===== src/rtl/multi_door_blinker_if.sv =====
// Bundle of door-sensor inputs and lamp/status outputs for the multi-channel door blinker.
// The blinker connects through the slave modport; the parking controller uses master.
interface multi_door_blinker_if #(
    parameter int unsigned N_CH = 4
) ();
    logic [N_CH-1:0] door_open;
    logic            hold_mode;
    logic [N_CH-1:0] light;
    logic [N_CH-1:0] busy;
    logic [N_CH-1:0] done;
    logic            any_busy;

    modport master (
        output door_open,
        output hold_mode,
        input  light,
        input  busy,
        input  done,
        input  any_busy
    );

    modport slave (
        input  door_open,
        input  hold_mode,
        output light,
        output busy,
        output done,
        output any_busy
    );
endinterface


===== src/rtl/multi_door_blinker.sv =====
// Multi-channel open-door lamp blinker: each channel runs a PHASES x DIV-cycle blink sequence
// on every door opening, with optional hold-while-open and a one-cycle done pulse.
module multi_door_blinker #(
    parameter int unsigned N_CH   = 4,
    parameter int unsigned DIV    = 25000000,
    parameter int unsigned PHASES = 10
) (
    input logic                CLK,
    input logic                RST,
    multi_door_blinker_if.slave bus
);

    localparam int unsigned DivW = (DIV > 1) ? $clog2(DIV) : 1;
    localparam int unsigned PhW  = (PHASES > 1) ? $clog2(PHASES) : 1;
    localparam logic [DivW-1:0] DivMax = DivW'(DIV - 1);
    localparam logic [PhW-1:0]  PhMax  = PhW'(PHASES - 1);

    typedef enum logic {StIdle, StBlink} state_e;

    logic [N_CH-1:0] sync1_q, sync2_q, sync3_q;
    logic [N_CH-1:0] rise;

    state_e          state_q [N_CH];
    state_e          state_d [N_CH];
    logic [DivW-1:0] div_q   [N_CH];
    logic [DivW-1:0] div_d   [N_CH];
    logic [PhW-1:0]  pcnt_q  [N_CH];
    logic [PhW-1:0]  pcnt_d  [N_CH];
    logic [N_CH-1:0] light_q, light_d;
    logic [N_CH-1:0] done_q, done_d;
    logic [N_CH-1:0] busy;

    // sync3 is the previous sync2 value, used only for rising-edge detection.
    assign rise = sync2_q & ~sync3_q;

    always_ff @(posedge CLK or posedge RST) begin
        if (RST) begin
            sync1_q <= '0;
            sync2_q <= '0;
            sync3_q <= '0;
            light_q <= '0;
            done_q  <= '0;
            for (int i = 0; i < N_CH; i++) begin
                state_q[i] <= StIdle;
                div_q[i]   <= '0;
                pcnt_q[i]  <= '0;
            end
        end else begin
            sync1_q <= bus.door_open;
            sync2_q <= sync1_q;
            sync3_q <= sync2_q;
            light_q <= light_d;
            done_q  <= done_d;
            for (int i = 0; i < N_CH; i++) begin
                state_q[i] <= state_d[i];
                div_q[i]   <= div_d[i];
                pcnt_q[i]  <= pcnt_d[i];
            end
        end
    end

    always_comb begin
        state_d = state_q;
        div_d   = div_q;
        pcnt_d  = pcnt_q;
        light_d = light_q;
        done_d  = '0;
        for (int i = 0; i < N_CH; i++) begin
            if (rise[i]) begin
                // A new opening always restarts, even on the final tick.
                state_d[i] = StBlink;
                light_d[i] = 1'b1;
                div_d[i]   = '0;
                pcnt_d[i]  = '0;
            end else begin
                unique case (state_q[i])
                    StIdle: begin
                        light_d[i] = 1'b0;
                        div_d[i]   = '0;
                        pcnt_d[i]  = '0;
                    end
                    StBlink: begin
                        if (div_q[i] != DivMax) begin
                            div_d[i] = div_q[i] + DivW'(1);
                        end else begin
                            div_d[i] = '0;
                            if (pcnt_q[i] != PhMax) begin
                                light_d[i] = ~light_q[i];
                                pcnt_d[i]  = pcnt_q[i] + PhW'(1);
                            end else if (bus.hold_mode && sync2_q[i]) begin
                                light_d[i] = 1'b1;
                                pcnt_d[i]  = '0;
                            end else begin
                                light_d[i] = 1'b0;
                                pcnt_d[i]  = '0;
                                state_d[i] = StIdle;
                                done_d[i]  = 1'b1;
                            end
                        end
                    end
                    default: state_d[i] = StIdle;
                endcase
            end
        end
    end

    always_comb begin
        busy = '0;
        for (int i = 0; i < N_CH; i++) begin
            busy[i] = (state_q[i] == StBlink);
        end
    end

    assign bus.light    = light_q;
    assign bus.done     = done_q;
    assign bus.busy     = busy;
    assign bus.any_busy = |busy;

endmodule


===== src/flat_wrapper.sv =====
// flat-port wrapper written by rule: the top's interface ports become plain ports
module multi_door_blinker_flat 
#(
    parameter int unsigned N_CH   = 4,
    parameter int unsigned DIV    = 25000000,
    parameter int unsigned PHASES = 10
)
  (CLK, RST, bus_door_open, bus_hold_mode, bus_light, bus_busy, bus_done, bus_any_busy);
  multi_door_blinker_if #(.N_CH(N_CH)) bus_i ();
  input logic CLK;
  input logic RST;
  input wire logic [$bits(bus_i.door_open)-1:0] bus_door_open;
  input wire logic [$bits(bus_i.hold_mode)-1:0] bus_hold_mode;
  output wire logic [$bits(bus_i.light)-1:0] bus_light;
  output wire logic [$bits(bus_i.busy)-1:0] bus_busy;
  output wire logic [$bits(bus_i.done)-1:0] bus_done;
  output wire logic [$bits(bus_i.any_busy)-1:0] bus_any_busy;
  assign bus_i.door_open = bus_door_open;
  assign bus_i.hold_mode = bus_hold_mode;
  assign bus_light = bus_i.light;
  assign bus_busy = bus_i.busy;
  assign bus_done = bus_i.done;
  assign bus_any_busy = bus_i.any_busy;
  multi_door_blinker #(.N_CH(N_CH), .DIV(DIV), .PHASES(PHASES)) u_core (.CLK(CLK), .RST(RST), .bus(bus_i));
endmodule

===== config.mk =====
export PLATFORM = sky130hd
export DESIGN_NAME = multi_door_blinker_flat
export DESIGN_NICKNAME = d
export VERILOG_FILES = /design/src/rtl/multi_door_blinker_if.sv /design/src/rtl/multi_door_blinker.sv /design/src/flat_wrapper.sv
export SDC_FILE = /design/constraint.sdc
export NUM_CORES = 1
export LEC_CHECK = 0
export ABC_AREA = 1
export CORE_MARGIN = 2
export CORE_UTILIZATION = 35
export DETAILED_ROUTE_END_ITERATION = 16
export PLACE_DENSITY = 0.47
export SLEW_MARGIN = 20
export SYNTH_ARGS = -nofsm -noshare
export SYNTH_HDL_FRONTEND = slang
export SYNTH_SLANG_ARGS = --single-unit

===== constraint.sdc =====
create_clock -name CLK -period 5.1 [get_ports CLK]
set_input_delay 1.02 -clock CLK [delete_from_list [all_inputs] [get_ports CLK]]
set_output_delay 1.02 -clock CLK [all_outputs]
set_load 0.01 [all_outputs]

==> impl_metrics.env, run 1 <==
export IMPL_critPathLaunchType="flop"
export IMPL_yosysWarnings=0
export IMPL_vias=5995
export IMPL_yosysSeqAreaShare=0.4605
export IMPL_endpoint_kind="primary output"
export IMPL_hold_path_endpoint="u_core.sync2_q[3]"
export IMPL_crit_type="flop to primary output"
export IMPL_leakage_uw=0.003974
export IMPL_diodes=0
export IMPL_synth_area_sq_um=7609
export IMPL_rsz0062_at_grt="false"
export IMPL_hpwl_um=11530
export IMPL_numPortBuffers=19
export IMPL_tightestPinTransition_ns=0.9373
export IMPL_cts_setup_buffers=0
export IMPL_r2r_end="u_core.pcnt_q[2]"
export IMPL_dp_cells=1311
export IMPL_globalRouteOverflowTotal=0
export IMPL_layout_commonest_cell="nand2_1"
export IMPL_slew_viol_final=0
export IMPL_wl_per_cell_um=12.13
export IMPL_synth_cells=1026
export IMPL_drive_above_1_share=0.06573
export IMPL_async_reset_ff_frac=1.000
export IMPL_dr_pass1_iters=4
export IMPL_rows=53
export IMPL_p_per_area_nw_per_um2=320.5
export IMPL_pre_cts_ws_ns=2.634
export IMPL_fin_ws_ns=2.422
export IMPL_grt_antenna_before_repair=0
export IMPL_drc_errors=0
export IMPL_crit_fanout=6
export IMPL_ioPinCount=20
export IMPL_ys_ff_latch=140
export IMPL_fin_cells=1340
export IMPL_routed_wirelength_um=16250
export IMPL_max_freq_mhz=373.4
export IMPL_first_global_vias=5913
export IMPL_clk_pin_slew_worst_paths_ns=0.06
export IMPL_fin_crit_sh=0.5251
export IMPL_clk_latency_ns=0.42
export IMPL_die_w_um=151.4
export IMPL_drt_iter0_drc=242
export IMPL_worst_clock_skew_ns=0.01024
export IMPL_syn_num_nets=1045
export IMPL_ctsHoldBuffers=0
export IMPL_cp_cell_sequence="inv_1 -> nand4_1 -> clkdlybuf4s50_1"
export IMPL_grt_max_degree=97
export IMPL_r2r_cells=7
export IMPL_cts_max_level=4
export IMPL_cts_resized=0
export IMPL_post_synth_cell_area_avg_sq_um=7.416
export IMPL_arrival_ns=1.66
export IMPL_min_path_cells=0
export IMPL_dieArea_sq_um=22930
export IMPL_ys_flop_type="dfrtp_1"
export IMPL_slew_headroom=0.3751
export IMPL_cts_tree="built"
export IMPL_hp_start="u_core.sync1_q[3]"
export IMPL_ant_nets=0
export IMPL_area_growth_syn_to_layout_pct=14.44
export IMPL_vdd_drop_max_uv=192.7
export IMPL_maxCapViolCount=0
export IMPL_status="finished, final reports clean"
export IMPL_hold_path_class="flop to flop"
export IMPL_rrSetupSlack_ns=3.05
export IMPL_fin_nets=1074
export IMPL_crit_slowest_cell="clkdlybuf4s50_1"
export IMPL_critPathMaxStageDelay_ns=0.55
export IMPL_holdWs_ns=0.3508
export IMPL_final_cell_mix="nand2_1 (310), nor2_1 (247), dfrtp_1 (140)"
export IMPL_reg2reg_from="u_core.div_q[0]"
export IMPL_grtUsageTotal=0.1586
export IMPL_initial_core_util=0.3597
export IMPL_required_ns=4.08
export IMPL_vias_per_cell=4.474
export IMPL_timing_final_hold_violations=0
export IMPL_min_period_ns=2.678
export IMPL_setup_tns_final_ns=0
export IMPL_setup_viol=0
export IMPL_clockBufferDepth=2
export IMPL_grt_pass1_wl_um=28530
export IMPL_synth_cell_types=26
export IMPL_core_sq_um=21150
export IMPL_fp_dieH_um=151.4
export IMPL_gp_congestion=0.7994
export IMPL_cts_sinks=140
export IMPL_root_buffer="clkbuf_16"
export IMPL_synth_edf_count=0
export IMPL_numCtsBuffers=17
state kept, by name, summed over array words and instances (netlist names):
| register | flops |
|---|---|
| u_core.bus.busy | 4 |
| u_core.bus.done | 4 |
| u_core.bus.light | 4 |
| u_core.div_q | 100 |
| u_core.pcnt_q | 16 |
| u_core.sync1_q | 4 |
| u_core.sync2_q | 4 |
| u_core.sync3_q | 4 |
report_power, final:
part	leakage [uW]	internal (uW)	total, uW	switching (uW)
sequential	0.00187	1180	1240	65.1
clock	0.000297	863	1330	467
combinational	0.00180	90.4	217	127
critical path: cells and delay by family, from the launching register on:
family                 cells  cell delay (ns)
buffers and inverters      2             0.67
flip-flops                 1             0.42
AND/OR/NAND/NOR            1             0.15
how the worst max path moves through the flow:
stage                                   from            endpoint  slack, ns  depth (start not counted)
final                     u_core.bus.busy[2]        bus_any_busy       2.42                          3
after CTS                 u_core.bus.busy[2]        bus_any_busy       2.38                          3
after detailed placement                 RST    u_core.div_q[71]       2.63                          3
after global placement                   RST    u_core.div_q[65]       2.61                          3
after global routing      u_core.bus.busy[2]        bus_any_busy       2.32                          3
after floorplan                          RST  u_core.bus.busy[0]       0.33                          1
cells in the mapped netlist, types with 4 or more instances:
cell,instances,area (sq um)
nand3_1,49,245.2
inv_1,106,397.9
nor2_4,10,112.6
ha_1,12,150.1
o21ai_0,7,35.03
nor2_1,247,927.1
xnor2_1,23,201.4
nand2_2,4,25.02
nand2_1,310,1164
nand3b_1,9,67.56
nor2_2,14,87.58
xor2_1,31,271.5
a21oi_1,13,65.06
nand3_2,7,70.07
nor3_1,19,95.09
buf_4,6,45.04
dfrtp_1,140,3503
nand4_1,6,37.54
area by class of cell:
cell class              count  area (sq um)
clock buffers              23         488.0
clock inverters             6         135.1
fillers                  2198         12450
inverters                 106         402.9
multi-input cells         770          3623
flip-flops and latches    140          3503
well taps                 275         344.1
repair buffers             20         210.2
per-layer routing:
layer  vias to the layer above  global-route usage  part of all wire
met2                        66              0.2505              0.45
met4                         0             0.05327             0.014
met3                        13             0.03193             0.031
li1                       3195                   -                 -
met1                      2721              0.2174              0.51
met5                         -                   0                 0
stage by stage:
step / utilization / area, sq um / total power (uW)
floorplan: - / 7609 / 1421
global placement: 0.3821 / 8084 / 1485
detailed placement: 0.3821 / 8084 / 1486
CTS: 0.4116 / 8707 / 2837
global route: 0.4116 / 8707 / 2930
finish: 0.4116 / 8707 / 2791
kinds of logic after synthesis:
kind of cell | after synthesis | share of synthesized area
and+or+nand+nor | 681 | 0.3777
DFF | 140 | 0.4605
buffers and inverters | 116 | 0.06331
xor gates and xnor gates | 54 | 0.06216
AOI/OAI and AO/OA | 23 | 0.01661
adders and majority gates | 12 | 0.01973
(Power assumes the default switching activity.)
==> inputs of run 2 (changes only) <==
--- a/config.mk
+++ b/config.mk
@@ -9,7 +9,7 @@
 export CORE_MARGIN = 2
 export CORE_UTILIZATION = 35
 export DETAILED_ROUTE_END_ITERATION = 16
-export PLACE_DENSITY = 0.47
+export PLACE_DENSITY = 0.49
 export SLEW_MARGIN = 20
 export SYNTH_ARGS = -nofsm -noshare
 export SYNTH_HDL_FRONTEND = slang
==> constraint.sdc (replaced) <==
create_clock -name CLK -period 2.25 [get_ports CLK]
set_input_delay 0.45 -clock CLK [delete_from_list [all_inputs] [get_ports CLK]]
set_output_delay 0.45 -clock CLK [all_outputs]
set_load 0.01 [all_outputs]
==> impl_metrics.env, run 2 (synthesis results as in run 1) <==
export IMPL_status="finished, final reports clean"
export IMPL_grt_antenna_before_repair=0
export IMPL_crit_fanout=6
export IMPL_crit_slowest_cell="clkdlybuf4s50_1"
export IMPL_grt_pass1_wl_um=28070
export IMPL_worst_clock_skew_ns=0.008762
export IMPL_diodes=0
export IMPL_routed_wirelength_um=16530
export IMPL_required_ns=1.80
export IMPL_grt_max_degree=96
export IMPL_critPathLaunchType="flop"
export IMPL_dr_pass1_iters=5
export IMPL_hp_start="u_core.sync1_q[2]"
export IMPL_vdd_drop_max_uv=437.8
export IMPL_setup_viol=0
export IMPL_largest_register_ffs=100
export IMPL_pre_cts_ws_ns=0.2757
export IMPL_ant_nets=0
export IMPL_clk_latency_ns=0.42
export IMPL_area_growth_syn_to_layout_pct=14.92
export IMPL_fp_dieH_um=151.4
export IMPL_leakage_uw=0.003998
export IMPL_cts_tree="built"
export IMPL_die_w_um=151.4
export IMPL_core_sq_um=21150
export IMPL_critPathMaxStageDelay_ns=0.55
export IMPL_fin_crit_sh=0.9383
export IMPL_numPortBuffers=19
export IMPL_rsz0062_at_grt="false"
export IMPL_clk_pin_slew_worst_paths_ns=0.06
export IMPL_critical_path_buf_inv_count=2
export IMPL_fin_nets=1080
export IMPL_wl_per_cell_um=12.25
export IMPL_grtUsageTotal=0.1564
export IMPL_numCtsBuffers=17
export IMPL_root_buffer="clkbuf_16"
export IMPL_hpwl_um=11760
export IMPL_tightestPinTransition_ns=0.8688
export IMPL_startpoint="u_core.bus.busy[2]"
export IMPL_drive_above_1_share=0.07356
export IMPL_vias_per_cell=4.475
export IMPL_reg_largest_list="u_core.div_q (100), u_core.pcnt_q (16)"
export IMPL_layout_commonest_cell="nand2_1"
export IMPL_globalRouteOverflowTotal=0
export IMPL_gp_congestion=0.8136
export IMPL_hold_path_class="flop to flop"
export IMPL_endpoint_kind="primary output"
export IMPL_rows=53
export IMPL_p_per_area_nw_per_um2=711.5
export IMPL_clockBufferDepth=2
export IMPL_ioPinCount=20
export IMPL_reg2reg_from="u_core.div_q[50]"
export IMPL_fin_ws_ns=0.1387
export IMPL_first_global_vias=5767
export IMPL_timing_final_hold_violations=0
export IMPL_cpLargestDelayFamily="buffers and inverters"
export IMPL_largest_register="u_core.div_q"
export IMPL_dieArea_sq_um=22930
export IMPL_maxCapViolCount=0
export IMPL_cp_cell_sequence="inv_2 -> nand4_1 -> clkdlybuf4s50_1"
export IMPL_max_freq_mhz=473.7
export IMPL_initial_core_util=0.3597
export IMPL_arrival_ns=1.66
export IMPL_slew_headroom=0.4187
export IMPL_cts_max_level=4
export IMPL_setup_tns_final_ns=0
export IMPL_slew_viol_final=0
export IMPL_drc_errors=0
export IMPL_vias=6037
export IMPL_crit_type="flop to primary output"
export IMPL_min_period_ns=2.111
export IMPL_drt_iter0_drc=297
export IMPL_final_cell_mix="nand2_1 (310), nor2_1 (247), dfrtp_1 (140)"
export IMPL_cts_sinks=140
[run 2: worst paths after layout]
path                                      end  slack, ns  cells past startpoint
hold reg to reg             u_core.sync2_q[2]       0.35                      0
setup / recovery                 bus_any_busy       0.14                      3
max in group asynchronous  u_core.bus.busy[1]       1.29                      3
min in group asynchronous    u_core.div_q[20]       0.45                      3
setup reg to reg             u_core.div_q[74]       0.31                      8
hold / removal              u_core.sync2_q[2]       0.35                      0
[run 2: area by class of cell]
class                   count  area (sq um)
repair buffers             26         267.8
clock buffers              22         464.2
inverters                 106         401.6
multi-input cells         770          3623
clock inverters            10         138.9
flip-flops and latches    140          3503
well taps                 275         344.1
fillers                  2183         12410
[run 2: worst reg2reg max path, cell delays in order, from the launching register on]
cell and delay [ns]:
dfrtp_1 0.40, ha_1 0.23, nand2_1 0.13, nor2_4 0.07
nand3_2 0.08, nor2_2 0.05, nor2_1 0.66, nand2_1 0.10
nor2_1 0.14
[run 2: metal layers]
layer	global-route usage	routed length (um)	up-vias
met2	0.2475	7398	60
li1	-	-	3210
met1	0.2147	8530	2753
met5	0	0	-
met4	0.05093	208	0
met3	0.03133	393	14
[run 2: metrics by stage]
stage | hold slack [ns] | total power, uW | utilization | cell area, sq um | cells
after floorplan | 0.3312 | 3221 | - | 7612 | 1026
after global placement | 0.3329 | 3373 | 0.3848 | 8140 | 1317
after detailed placement | 0.3372 | 3378 | 0.3848 | 8140 | 1317
after CTS | 0.3513 | 6329 | 0.4133 | 8743 | 1349
after global routing | 0.3571 | 6551 | 0.4133 | 8743 | 1349
final | 0.3481 | 6221 | 0.4133 | 8743 | 1349
[run 2: timing repair]
item / CTS / global route
endpoints found under the setup margin: 0 / 1
gates resized for setup: 0 / 1
hold buffers: 0 / 0
setup buffers: 0 / 0
[run 2: power breakdown]
group	internal [uW]	leakage, uW	switching (uW)	total, uW
Sequential	2670	0.00187	148	2820
Clock	1800	0.000294	1090	2900
Combinational	214	0.00183	292	507
Total	4690	0.00400	1530	6220
